==> src/rtl/baccarat_dealer.sv <==
// Baccarat card dealer: samples a free-running 1..DECK_MAX deck counter on each
// step-button edge and fills player/banker slots in deal order, with external third-card rules.
module baccarat_dealer #(
  parameter int unsigned DECK_MAX = 13,
  parameter int unsigned CARD_W   = 4
) (
  input  logic              clk,
  input  logic              resetb,
  input  logic              start,
  input  logic              step,
  input  logic              draw_p3,
  input  logic              draw_d3,
  output logic [CARD_W-1:0] pcard1,
  output logic [CARD_W-1:0] pcard2,
  output logic [CARD_W-1:0] pcard3,
  output logic [CARD_W-1:0] dcard1,
  output logic [CARD_W-1:0] dcard2,
  output logic [CARD_W-1:0] dcard3,
  output logic [CARD_W-1:0] deck_value,
  output logic              dealing,
  output logic              hand_done
);

  typedef enum logic [3:0] {
    IDLE    = 4'd0,
    DEAL_P1 = 4'd1,
    DEAL_D1 = 4'd2,
    DEAL_P2 = 4'd3,
    DEAL_D2 = 4'd4,
    CHK_P3  = 4'd5,
    DEAL_P3 = 4'd6,
    CHK_D3  = 4'd7,
    DEAL_D3 = 4'd8,
    DONE    = 4'd9
  } state_e;

  state_e            state_q, state_d;
  logic [CARD_W-1:0] p1_q, p2_q, p3_q, d1_q, d2_q, d3_q;
  logic [CARD_W-1:0] p1_d, p2_d, p3_d, d1_d, d2_d, d3_d;
  logic [CARD_W-1:0] deck_q, deck_d;
  logic              step_q;
  logic              dealing_q, dealing_d;
  logic              done_q, done_d;
  logic              step_edge;

  assign step_edge = step & ~step_q;
  assign deck_d    = (deck_q == CARD_W'(DECK_MAX)) ? CARD_W'(1) : deck_q + CARD_W'(1);

  // State, slot and deck registers; reset wins over any simultaneous start/step.
  always_ff @(posedge clk) begin
    if (!resetb) begin
      state_q   <= IDLE;
      p1_q      <= '0;
      p2_q      <= '0;
      p3_q      <= '0;
      d1_q      <= '0;
      d2_q      <= '0;
      d3_q      <= '0;
      deck_q    <= CARD_W'(1);
      step_q    <= 1'b0;
      dealing_q <= 1'b0;
      done_q    <= 1'b0;
    end else begin
      state_q   <= state_d;
      p1_q      <= p1_d;
      p2_q      <= p2_d;
      p3_q      <= p3_d;
      d1_q      <= d1_d;
      d2_q      <= d2_d;
      d3_q      <= d3_d;
      deck_q    <= deck_d;
      step_q    <= step;
      dealing_q <= dealing_d;
      done_q    <= done_d;
    end
  end

  // Deal sequencing; each slot is written only from its own DEAL state.
  always_comb begin
    state_d = state_q;
    p1_d    = p1_q;
    p2_d    = p2_q;
    p3_d    = p3_q;
    d1_d    = d1_q;
    d2_d    = d2_q;
    d3_d    = d3_q;
    case (state_q)
      IDLE, DONE: begin
        if (start) begin
          p1_d    = '0;
          p2_d    = '0;
          p3_d    = '0;
          d1_d    = '0;
          d2_d    = '0;
          d3_d    = '0;
          state_d = DEAL_P1;
        end
      end
      DEAL_P1: if (step_edge) begin p1_d = deck_q; state_d = DEAL_D1; end
      DEAL_D1: if (step_edge) begin d1_d = deck_q; state_d = DEAL_P2; end
      DEAL_P2: if (step_edge) begin p2_d = deck_q; state_d = DEAL_D2; end
      DEAL_D2: if (step_edge) begin d2_d = deck_q; state_d = CHK_P3;  end
      CHK_P3:  state_d = draw_p3 ? DEAL_P3 : CHK_D3;
      DEAL_P3: if (step_edge) begin p3_d = deck_q; state_d = CHK_D3;  end
      CHK_D3:  state_d = draw_d3 ? DEAL_D3 : DONE;
      DEAL_D3: if (step_edge) begin d3_d = deck_q; state_d = DONE;    end
      default: state_d = IDLE;
    endcase
    dealing_d = (state_d != IDLE) && (state_d != DONE);
    done_d    = (state_d == DONE);
  end

  assign pcard1     = p1_q;
  assign pcard2     = p2_q;
  assign pcard3     = p3_q;
  assign dcard1     = d1_q;
  assign dcard2     = d2_q;
  assign dcard3     = d3_q;
  assign deck_value = deck_q;
  assign dealing    = dealing_q;
  assign hand_done  = done_q;

endmodule

==> config.mk <==
export PLATFORM = sky130hd
export DESIGN_NAME = baccarat_dealer
export DESIGN_NICKNAME = d
export VERILOG_FILES = /design/src/rtl/baccarat_dealer.sv
export SDC_FILE = /design/constraint.sdc
export NUM_CORES = 1
export LEC_CHECK = 0
export BUFFER_PORTS_ARGS = -buffer_cell sky130_fd_sc_hd__buf_4
export CAP_MARGIN = 20
export CORE_MARGIN = 4
export CORE_UTILIZATION = 53
export DETAILED_ROUTE_END_ITERATION = 12
export GPL_ROUTABILITY_DRIVEN = 0
export PLACE_DENSITY = 0.78
export SYNTH_ARGS = -nofsm -noshare
export SYNTH_HDL_FRONTEND = slang
export SYNTH_SLANG_ARGS = --single-unit
==> constraint.sdc <==
create_clock -name clk -period 1.8 [get_ports clk]
set_input_delay 0.27 -clock clk [delete_from_list [all_inputs] [get_ports clk]]
set_output_delay 0.27 -clock clk [all_outputs]
set_load 0.005 [all_outputs]
; ---- Word-level counts from Yosys, hierarchy flattened
; Index checks and enable logic that the tools add are counted.
[totals]
ff_bits = 35
in_bits = 6
out_inout_bits = 30
word_cells = 69
[classes]
add_sub_neg = 1
eq_ne = 19
mux = 18
bitwise = 3
reduce_logical = 17
[ops]
columns = operator, n
row1 = 4-bit case mux with 2 select lines, 6
row2 = 4-bit two-way mux, 9
row3 = 4-bit case mux with 9 select lines, 1
row4 = 3-bit AND reduction, 6
row5 = 4-bit by 3-bit equality test with 1-bit output (second input constant), 4
row6 = 4-bit equality test (second input constant), 4
row7 = 2-bit inequality test (second input constant), 7
row8 = 2-bit nonzero test, 6
row9 = 4-bit by 2-bit equality test with 1-bit output (second input constant), 2
row10 = 4-bit by 1-bit adder with 4-bit output (second input constant), 1
row11 = 4-bit by 1-bit equality test with 1-bit output (second input constant), 1
row12 = 4-bit zero test, 1
row13 = 4-bit inequality test (second input constant), 1
row14 = 4-bit nonzero test, 1
row15 = 2-bit OR reduction, 2
row16 = 1-bit two-way mux, 2
row17 = 1-bit inverter, 2
row18 = 1-bit AND, 1
row19 = 1-bit logical AND, 1

; ---- Longest topological paths before layout
; Gate-level depths: netlist (run 1).
[depth]
depth_word = 6
ltp_mapped = 7
depth_no_buf = 6

; ---- Worst setup path after synthesis (run 1)
; Ideal clock, no wire load.
[synth_timing]
kind = register to register
start = reg state_q[0]
end = reg d1_q[3], in the netlist dcard1[3]
setup_ns = 0.117
arrival_ns = 1.339
t_required_ns = 1.683
slack_ns = 0.344
stages_incl_launch_ff = 6
n_path_buf = 1
synth_period_minus_slack_ns = 1.456
path_cell_list = dfxtp_1 -> buf_2 -> nand2b_1 -> or3_1 -> a21o_1 -> a32o_1
[synth_between]
elab_chain_cells = 4
elab_cells_between_ends = 9
classes_between = eq/ne (4) / mux (1) / reduce/logical (4)
[synth_rtl]
columns = item, line_no
row1 = from (decl), 37  ; state_e state_q, state_d;
row2 = from (signal assigned), 64  ; state_q <= state_d;
row3 = 4-bit equality test or 4-bit zero test (tied branches), 87  ; case (state_q)
row4 = 2-bit OR reduction, 87
row5 = 2-bit inequality test (no line) or 2-bit nonzero test (tied branches), -
row6 = 3-bit AND reduction (no line), -
row7 = to (signal assigned), 56  ; d1_q <= '0;
row8 = to (signal assigned), 68  ; d1_q <= d1_d;
row9 = to (decl), 38  ; logic [CARD_W-1:0] p1_q, p2_q, p3_q, d1_q, d2_q, d3_q;
; Several ways; a longest one is shown, not always the timed one.
; A chain may end at the register's enable or synchronous reset.

; ---- Worst setup path in the final report (run 1)
[layout_timing]
start = reg state_q[1]
end = reg d1_q[3], in the netlist dcard1[3]
; Same word-level chain as after synthesis.

==> run summary, run 1 <==
antenna viol nets, final = 0
Max rail drop VDD = 0.539 mV
max_cap viols = 0
final instance area = 2010 um^2
type of the most critical hold path = in -> reg
combinational power share = 11.7%
CTS tree = done
average wire per standard cell = 15.4 um
drt drc = 0
die area = 4010 um^2
largest net degree at the start of global routing = 37
layout cell share with drive strength beyond 1 = 23.8%
total CTS buffers = 5
final period utilization = 97.2%
switch share = 23.1%
DP HPWL = 2850 um
post-CTS setup buffers = 0
power per cell area = 857 nW/um^2
FF+latch count, synth = 35
fmax = 571 MHz
clock-pin slew on the worst setup and hold paths = 0.10 ns
Syn Nets = 195
crit path kind = reg -> reg
starting density of the core = 57.4%
critical path required time = 2.03 ns
Hold-fix buffers, CTS = 0
sequential share of power = 48.8%
Synth Warn # = 0
Synth cell types = 41
IO Port Bufs = 35
1st-iter DRT viols = 68
Layout Skew = 0.00958 ns
CP Capture Type = flip-flop
mean post-synth cell area = 8.68 um^2
dpl cell area = 1910 um^2
gr usage total = 20.9%
WP data arrival = 1.98 ns
clock tree sinks = 35
Vias = 1486
Slew HR = 66.8%
Placed Cells = 246
Slew Limit Fails = 0
total gr overflow = 0
Via density = 5.85
post-layout minimum cycle time = 1.75 ns
H-tree levels = 2
Post-Route WL = 3910 um
Clk Latency, worst-skew pair = 0.34 ns
vias in the first global route = 1458
final hold vios = 0
RSZ-0062 raised after global routing = no
Area growth syn-to-layout = 24.0%
setup ws final = 0.0501 ns
measured slew at the worst slew-check pin = 0.498 ns
# resized after CTS = 0
NetSw = 0.000399 W
synthesized instance count = 187
Ports = 36
Final Power = 0.00172 W
DIE HEIGHT = 63.3 um
CP max FO = 11
DP Worst Slack = 0.0787 ns
# diodes = 0
status = finished clean
internal power = 0.00132 W
final std cells w/o fill = 254
antenna violations before repair = 0
final net count = 230
# setup viols final = 0
row cnt = 19
first-pass GRT wire length = 6680 um
clk root buf = clkbuf_4
Seq/Total Area, Yosys = 43.2%
clk buf depth = 2
CP Launch Type = flip-flop
part of the power in the clock network = 39.6%
Mapped Area = 1620 um^2
Die Wd = 63.3 um
Setup TNS Final = 0 ns
Core Region = 2830 um^2
drt first pass iters = 6
Lkg Pwr = 0.821 nW
-- placed cells by master, fill, tap and decap left out, types with 2 or more instances in the layout --
cell type  synthesis  routed
a21boi_1           4       4
o21ai_0           11      11
nor2_1            10      10
buf_4              1      42
nor3_1             3       3
nand2_1           30      30
o21ai_1            4       4
a32o_1             8       8
mux2i_1            6       6
nor2b_1            4       4
bufinv_16          0       2
dfxtp_1           35      35
and2_1             2       2
nand2b_1           4       4
ha_1               2       2
inv_1              3       3
nand3b_1           3       3
a21o_1             2       2
xnor2_1            2       2
or3_1              3       3
nand3_1            9       9
a21boi_0           4       4
clkbuf_4           0       5
a21oi_1            8       8
-- cell type report --
type                            instances  area [um^2]
Clock buffer                            6         41.3
Clock inverter                          2         60.1
Fill cell                             227          817
Inverter                                3         11.3
Multi-Input combinational cell        135          845
Sequential cell                        35          701
Tap cell                               31         38.8
Timing Repair Buffer                   42          315
-- final timing paths --
| path | slack (ns) | end | from | cells after the start |
|---|---|---|---|---|
| min | 0.18 | step_q$_SDFF_PN0_ | step | 2 |
| min reg2reg | 0.47 | dcard2[0]$_SDFFE_PN0P_ | dcard2[0]$_SDFFE_PN0P_ | 2 |
| max | 0.05 | dcard1[3]$_SDFFE_PN0P_ | state_q[1]$_SDFF_PN0_ | 4 |
| max reg2reg | 0.05 | dcard1[3]$_SDFFE_PN0P_ | state_q[1]$_SDFF_PN0_ | 4 |
-- through the flow --
stage / hold slack (ns) / utilization [%]
CTS: 0.175 / 71.1
finish: 0.182 / 71.1
floorplan: 0.392 / -
detailed placement: 0.451 / 67.5
global placement: 0.438 / 67.5
global route: 0.201 / 71.1
-- sequential cells by signal (all words and copies together) (netlist names) --
register / flops
step_q: 1
hand_done: 1
pcard1: 4
pcard2: 4
state_q: 4
dealing: 1
dcard2: 4
dcard1: 4
dcard3: 4
pcard3: 4
deck_value: 4
-- metal layers --
layer,vias up,GRT usage [%],wire (um)
li1,728,-,-
met3,7,5.33,252
met4,0,7.28,36
met5,-,0,0
met2,52,37.4,2000
met1,699,23.9,1630
-- worst max-delay path, cell delays in order, from the launching register on --
cell	delay, ns
dfxtp_1	0.64
nand2b_1	0.17
or3_1	0.33
a21o_1	0.23
a32o_1	0.27
-- kinds of logic after synthesis --
family,Yosys count,synth area share [%]
buf+inv,17,4.78
flops,35,43.2
mux,8,5.09
xor+xnor,3,1.62
fa+ha+maj,2,1.54
compound gates,47,20.1
simple gates,75,23.7
-- power by group through the flow --
stage	clock network [W]	registers, W	logic, W
5_1_grt	0.000746	0.000845	0.000220
6_report	0.000682	0.000841	0.000201
4_1_cts	0.000698	0.000840	0.000200
3_3_place_gp	0	0.000855	0.000192
3_5_place_dp	0	0.000857	0.000200
2_1_floorplan	0	0.000823	0.000162
-- cell usage after synthesis --
| master | count | share of area, % |
|---|---|---|
| a21boi_0 | 4 | 1.9 |
| nor4bb_1 | 1 | 0.62 |
| or2_1 | 1 | 0.39 |
| a21o_1 | 2 | 0.92 |
| nor3_1 | 3 | 0.92 |
| ha_1 | 2 | 1.5 |
| xnor2_1 | 2 | 1.1 |
| nor2_8 | 1 | 1.2 |
| o2bb2ai_1 | 1 | 0.54 |
| a21boi_1 | 4 | 1.9 |
| nor2b_1 | 4 | 1.5 |
| nor4_1 | 1 | 0.39 |
| nand2_1 | 30 | 6.9 |
| mux2_1 | 1 | 0.69 |
| and2_1 | 2 | 0.77 |
| and3b_1 | 1 | 0.54 |
| buf_4 | 1 | 0.46 |
| mux2_2 | 1 | 0.69 |
| nand3b_1 | 3 | 1.4 |
| inv_1 | 3 | 0.69 |
| clkbuf_1 | 10 | 2.3 |
| a211oi_1 | 1 | 0.46 |
| o21ai_0 | 11 | 3.4 |
| and4b_1 | 1 | 0.62 |
| a32o_1 | 8 | 4.9 |
| buf_2 | 2 | 0.62 |
| or3_1 | 3 | 1.2 |
| a21bo_2 | 1 | 0.62 |
| dfxtp_1 | 35 | 43 |
| o21ai_1 | 4 | 1.2 |
| mux2i_1 | 6 | 3.7 |
| a21oi_1 | 8 | 2.5 |
| o211ai_2 | 1 | 0.77 |
| nand3_1 | 9 | 2.8 |
| nand2b_1 | 4 | 1.5 |
| nor2_1 | 10 | 2.3 |
| nand4b_1 | 1 | 0.54 |
| a222oi_1 | 1 | 0.62 |
| xor2_1 | 1 | 0.54 |
| buf_6 | 1 | 0.69 |
| o21a_1 | 1 | 0.46 |
Note: power is estimated with default switching activity, not from simulation.
==> run 2: changes to the inputs <==
CORE_UTILIZATION = 50   (was 53)
PLACE_DENSITY = 0.74   (was 0.78)
==> run 2 against run 1 <==
Effect of this change: via count decreased by 1.0%; worst hold slack lost 0.016 ns; critical path type unchanged; die area is 5.2% higher.
==> run summary, run 2 (synthesis results as in run 1) <==
max_cap viols = 0 (unchanged)
Lkg Pwr = 0.815 nW (was 0.821 nW)
DP Worst Slack = 0.0729 ns (was 0.0787 ns)
average wire per standard cell = 14.6 um (was 15.4 um)
combinational power share = 12.5% (was 11.7%)
Layout Skew = 0.00724 ns (was 0.00958 ns)
gr usage total = 20.0% (was 20.9%)
setup ws final = 0.176 ns (was 0.0501 ns)
largest net degree at the start of global routing = 37 (unchanged)
Slew HR = 67.6% (was 66.8%)
Die Wd = 65.0 um (was 63.3 um)
antenna violations before repair = 0 (unchanged)
# setup viols final = 0 (unchanged)
hold path start = step (unchanged)
layout cell share with drive strength beyond 1 = 25.6% (was 23.8%)
first-pass GRT wire length = 6570 um (was 6680 um)
part of the power in the clock network = 35.6% (was 39.6%)
critical path required time = 2.08 ns (was 2.03 ns)
Filler cells = 280 (was 227)
Worst R2R Setup Slack = 0.18 ns (was 0.05 ns)
commonest non-fill, non-tap cell in the layout = buf_4 (unchanged)
die area = 4220 um^2 (was 4010 um^2)
post-CTS setup buffers = 0 (unchanged)
power per cell area = 802 nW/um^2 (was 857 nW/um^2)
sequential share of power = 51.9% (was 48.8%)
Area growth syn-to-layout = 24.0% (unchanged)
post-layout minimum cycle time = 1.62 ns (was 1.75 ns)
clock-pin slew on the worst setup and hold paths = 0.11 ns (was 0.10 ns)
Core Region = 3080 um^2 (was 2830 um^2)
# diodes = 0 (unchanged)
NetSw = 0.000431 W (was 0.000399 W)
fmax = 616 MHz (was 571 MHz)
Vias = 1471 (was 1486)
Clk Latency, worst-skew pair = 0.34 ns (about the same)
CP Launch Type = flip-flop (unchanged)
Max rail drop VDD = 0.668 mV (was 0.539 mV)
H-tree levels = 2 (unchanged)
total gr overflow = 0 (unchanged)
Slew Limit Fails = 0 (unchanged)
switch share = 26.7% (was 23.1%)
DIE HEIGHT = 65.0 um (was 63.3 um)
# resized after CTS = 0 (unchanged)
leading cell types in the layout, fill and taps excluded = buf_4 (42), dfxtp_1 (32), nand2_1 (30) (was buf_4 (42), dfxtp_1 (35), nand2_1 (30))
CP max FO = 10 (was 11)
internal power = 0.00118 W (was 0.00132 W)
WP data arrival = 1.90 ns (was 1.98 ns)
clock tree sinks = 35 (unchanged)
drt drc = 0 (unchanged)
hold_ws = 0.166 ns (was 0.182 ns)
final hold vios = 0 (unchanged)
antenna viol nets, final = 0 (unchanged)
Final Util = 65.4% (was 71.1%)
RR Startpoint = state_q[2]$_SDFF_PN0_ (was state_q[1]$_SDFF_PN0_)
row cnt = 20 (was 19)
final period utilization = 90.2% (was 97.2%)
vias in the first global route = 1400 (was 1458)
final net count = 230 (unchanged)
status = finished clean (unchanged)
clk root buf = clkbuf_4 (unchanged)
total CTS buffers = 5 (unchanged)
Ports = 36 (unchanged)
crit path kind = reg -> reg (unchanged)
1st-iter DRT viols = 108 (was 68)
CTS tree = done (unchanged)
CP Capture Type = flip-flop (unchanged)
Via density = 5.51 (was 5.85)
IO Port Bufs = 35 (unchanged)
Setup TNS Final = 0 ns (unchanged)
Hold-fix buffers, CTS = 0 (unchanged)
Crit. Startpoint = state_q[2]$_SDFF_PN0_ (was state_q[1]$_SDFF_PN0_)
DP HPWL = 2890 um (was 2850 um)
drt first pass iters = 4 (was 6)
Post-Route WL = 3910 um (about the same)
measured slew at the worst slew-check pin = 0.483 ns (was 0.498 ns)
type of the most critical hold path = in -> reg (unchanged)
RSZ-0062 raised after global routing = no (unchanged)
starting density of the core = 52.7% (was 57.4%)
clk buf depth = 2 (unchanged)
[run 2: per-stage QoR]
step / power (W) / area [um^2] / cells
3_5_place_dp: 0.00106 / 1930 / 259
2_1_floorplan: 0.000984 / 1620 / 187
5_1_grt: 0.00168 / 2010 / 267
3_3_place_gp: 0.00105 / 1930 / 259
6_report: 0.00161 / 2010 / 267
4_1_cts: 0.00162 / 2010 / 267
[run 2: path summary, 6_finish.rpt]
kind / to / cells past startpoint
max reg2reg: dealing$_SDFF_PN0_ / 5
min: step_q$_SDFF_PN0_ / 2
max: dealing$_SDFF_PN0_ / 5
min reg2reg: deck_value[0]$_SDFF_PP1_ / 1
[run 2: metal layers]
layer | track usage, % | vias to the layer above | wire (um)
met5 | 0 | - | 0
met4 | 5.80 | 0 | 28
met3 | 5.03 | 4 | 223
met2 | 34.0 | 54 | 1980
met1 | 24.7 | 686 | 1680
li1 | - | 727 | -
[run 2: layout make-up]
| cell class | count | area [um^2] | share of cell area [%] |
|---|---|---|---|
| Multi-Input combinational cell | 135 | 845 | 42.0 |
| Sequential cell | 35 | 704 | 35.0 |
| Timing Repair Buffer | 42 | 315 | 15.7 |
| Tap cell | 44 | 55.1 | 2.74 |
| Clock inverter | 3 | 43.8 | 2.18 |
| Clock buffer | 5 | 37.5 | 1.87 |
| Inverter | 3 | 11.3 | 0.560 |
[run 2: critical path: stages, from the launching register on]
cell	delay, ns
dfxtp_1	0.61
nor2_1	0.16
o2bb2ai_1	0.16
a222oi_1	0.27
buf_4	0.18
mux2i_1	0.18
[run 2: power by group through the flow]
stage | Sequential, W | Combinational (W) | Clock [W]
CTS | 0.000837 | 0.000202 | 0.000581
detailed placement | 0.000855 | 0.000201 | 0
global placement | 0.000853 | 0.000195 | 0
global route | 0.000844 | 0.000224 | 0.000616
floorplan | 0.000823 | 0.000162 | 0
finish | 0.000838 | 0.000202 | 0.000575
==> run 3: changes to the inputs <==
clock period = 1.5 ns   (was 1.8 ns; I/O delays follow)
==> run 3 against run 2 <==
Effect of this change: the flow now finishes with violations (setup timing); core utilization up 9.1 points; clock skew decreased by 0.00070 ns; register-to-register slack worse by 0.18 ns; clock power up 49%; maximum frequency grew 8.3%; count of clock-buffer cells in the layout stayed put; die area unchanged; global-route usage increased by 1.9 points; combinational power increased by 61%; via count rose by 5.7%.
==> run summary, run 3 (synthesis results as in run 1) <==
first-pass GRT wire length = 7080 um (was 6570 um)
status = complete, but fails checks (was finished clean)
type of the most critical hold path = in -> reg (unchanged)
Slowest-stage cell, CP = dfxtp_4 (was dfxtp_1)
Lkg Pwr = 0.950 nW (was 0.815 nW)
final period utilization = 100% (was 90.2%)
clk root buf = clkbuf_4 (unchanged)
IO Port Bufs = 35 (unchanged)
Via density = 5.38 (was 5.51)
RR Startpoint = state_q[0]$_SDFF_PN0_ (was state_q[2]$_SDFF_PN0_)
post-layout minimum cycle time = 1.50 ns (was 1.62 ns)
Largest stage delay, worst path = 0.39 ns (was 0.61 ns)
CP Capture Type = flip-flop (unchanged)
Clk Latency, worst-skew pair = 0.35 ns (was 0.34 ns)
Final Power = 0.00217 W (was 0.00161 W)
row cnt = 20 (unchanged)
crit path kind = reg -> reg (unchanged)
total gr overflow = 0 (unchanged)
# diodes = 0 (unchanged)
drt first pass iters = 4 (unchanged)
max_cap viols = 0 (unchanged)
final net count = 252 (was 230)
antenna violations before repair = 0 (unchanged)
starting density of the core = 52.7% (unchanged)
# setup viols final = 1 (was 0)
die area = 4220 um^2 (unchanged)
commonest non-fill, non-tap cell in the layout = buf_4 (unchanged)
Worst Reg-to-Reg Cells = 6 (was 5)
leading cell types in the layout, fill and taps excluded = buf_4 (61), dfxtp_1 (31), nand2_1 (29) (was buf_4 (42), dfxtp_1 (32), nand2_1 (30))
total CTS buffers = 5 (unchanged)
power per cell area = 948 nW/um^2 (was 802 nW/um^2)
Max rail drop VDD = 0.649 mV (was 0.668 mV)
largest net degree at the start of global routing = 30 (was 37)
hold path start = step (unchanged)
clock-pin slew on the worst setup and hold paths = 0.11 ns (about the same)
failing checks = setup timing
clk buf depth = 2 (unchanged)
Reg2Reg Capture Point = dealing$_SDFF_PN0_ (unchanged)
CP max FO = 8 (was 10)
Core Region = 3080 um^2 (unchanged)
Hold-fix buffers, CTS = 0 (unchanged)
Filler cells = 237 (was 280)
fmax = 667 MHz (was 616 MHz)
1st-iter DRT viols = 72 (was 108)
Hold Crit Depth = 2 (unchanged)
vias in the first global route = 1504 (was 1400)
antenna viol nets, final = 0 (unchanged)
Hold EP = step_q$_SDFF_PN0_ (unchanged)
layout cell share with drive strength beyond 1 = 37.6% (was 25.6%)
Slew HR = 71.2% (was 67.6%)
Worst R2R Setup Slack = -0.0001 ns (was 0.18 ns)
RSZ-0062 raised after global routing = yes (was no)
DIE HEIGHT = 65.0 um (unchanged)
Final Util = 74.5% (was 65.4%)
Layout Skew = 0.00654 ns (was 0.00724 ns)
CP Launch Type = flip-flop (unchanged)
CP Cell Sequence = buf_6 -> nand2_2 -> a21bo_2 -> a222oi_1 -> buf_4 -> mux2i_1 (was nor2_1 -> o2bb2ai_1 -> a222oi_1 -> buf_4 -> mux2i_1)
critical path required time = 1.79 ns (was 2.08 ns)
Vias = 1555 (was 1471)
Area growth syn-to-layout = 41.2% (was 24.0%)
Post-Route WL = 4320 um (was 3910 um)
gr usage total = 21.9% (was 20.0%)
Setup TNS Final = -0.000131 ns (was 0 ns)
clock tree sinks = 35 (unchanged)
Die Wd = 65.0 um (unchanged)
DP HPWL = 3160 um (was 2890 um)
H-tree levels = 2 (unchanged)
final hold vios = 0 (unchanged)
WP data arrival = 1.79 ns (was 1.90 ns)
setup ws final = -0.000131 ns (was 0.176 ns)
Ports = 36 (unchanged)
measured slew at the worst slew-check pin = 0.431 ns (was 0.483 ns)
hold_ws = 0.149 ns (was 0.166 ns)
Slew Limit Fails = 0 (unchanged)
average wire per standard cell = 15.0 um (was 14.6 um)
drt drc = 0 (unchanged)
CTS tree = done (unchanged)
==> run 3: cell count changes in the layout (fill, tap and decap cells not counted), moves of 2 or more <==
| cell | change |
|---|---|
| buf_4 | +19 |
| buf_6 | +3 |
| dfxtp_4 | +3 |
| dfxtp_2 | -2 |
| nand2b_1 | -2 |
| nand2b_4 | +2 |
| or3_1 | -2 |
| or3_4 | +2 |
==> run 3: power by group <==
group | switching (W) | internal, W | total (W)
Combinational | 0.000160 | 0.000165 | 0.000325
Sequential | 0.0000411 | 0.000951 | 0.000992
Clock | 0.000338 | 0.000518 | 0.000856
Total | 0.000539 | 0.00163 | 0.00217
==> run 3: how the worst max path moves through the flow <==
stage                                   endpoint                   from
after floorplan           dcard1[3]$_SDFFE_PN0P_  state_q[0]$_SDFF_PN0_
after global placement    dcard2[3]$_SDFFE_PN0P_  state_q[2]$_SDFF_PN0_
after detailed placement  pcard2[2]$_SDFFE_PN0P_  state_q[1]$_SDFF_PN0_
after CTS                     dealing$_SDFF_PN0_  state_q[3]$_SDFF_PN0_
after global routing          dealing$_SDFF_PN0_  state_q[0]$_SDFF_PN0_
final                         dealing$_SDFF_PN0_  state_q[0]$_SDFF_PN0_
==> run 3: repair_timing <==
item / 4_1_cts / 5_1_grt
pin swaps: 0 / 8
gates resized for setup: 9 / 16
gates cloned: 0 / 0
endpoints found under the setup margin: 25 / 12
buffers inserted: 0 / 2
==> run 3: final cells by class <==
| type | instances | area, um^2 | share of cell area, % |
|---|---|---|---|
| sequential | 35 | 713 | 31.1 |
| clock inverter | 3 | 67.6 | 2.95 |
| inverter | 3 | 11.3 | 0.491 |
| clock buffer | 5 | 37.5 | 1.64 |
| timing repair buffer | 64 | 492 | 21.5 |
| tap | 44 | 55.1 | 2.40 |
| multi-input combinational | 135 | 916 | 40.0 |
==> run 3: critical path, delay by kind of cell, from the launching register on <==
family          cells  cell delay [ns]
compound gates      2             0.52
buf+inv             2             0.31
flops               1             0.39
mux                 1             0.18
simple gates        1             0.04
==> run 3: layer usage <==
layer / track usage [%] / up-vias / wire [um]
li1: - / 770 / -
met1: 24.6 / 741 / 1730
met2: 39.8 / 39 / 2330
met3: 6.07 / 5 / 214
met4: 6.33 / 0 / 44
met5: 0 / - / 0
==> run 3: per-stage QoR <==
| stage | area (um^2) | worst slack (ns) | cells |
|---|---|---|---|
| 2_1_floorplan | 1620 | 0.0439 | 187 |
| 3_3_place_gp | 2080 | -0.0249 | 279 |
| 3_5_place_dp | 2080 | -0.126 | 279 |
| 4_1_cts | 2200 | 0.0125 | 287 |
| 5_1_grt | 2290 | -0.0923 | 289 |
| 6_report | 2290 | -0.000131 | 289 |
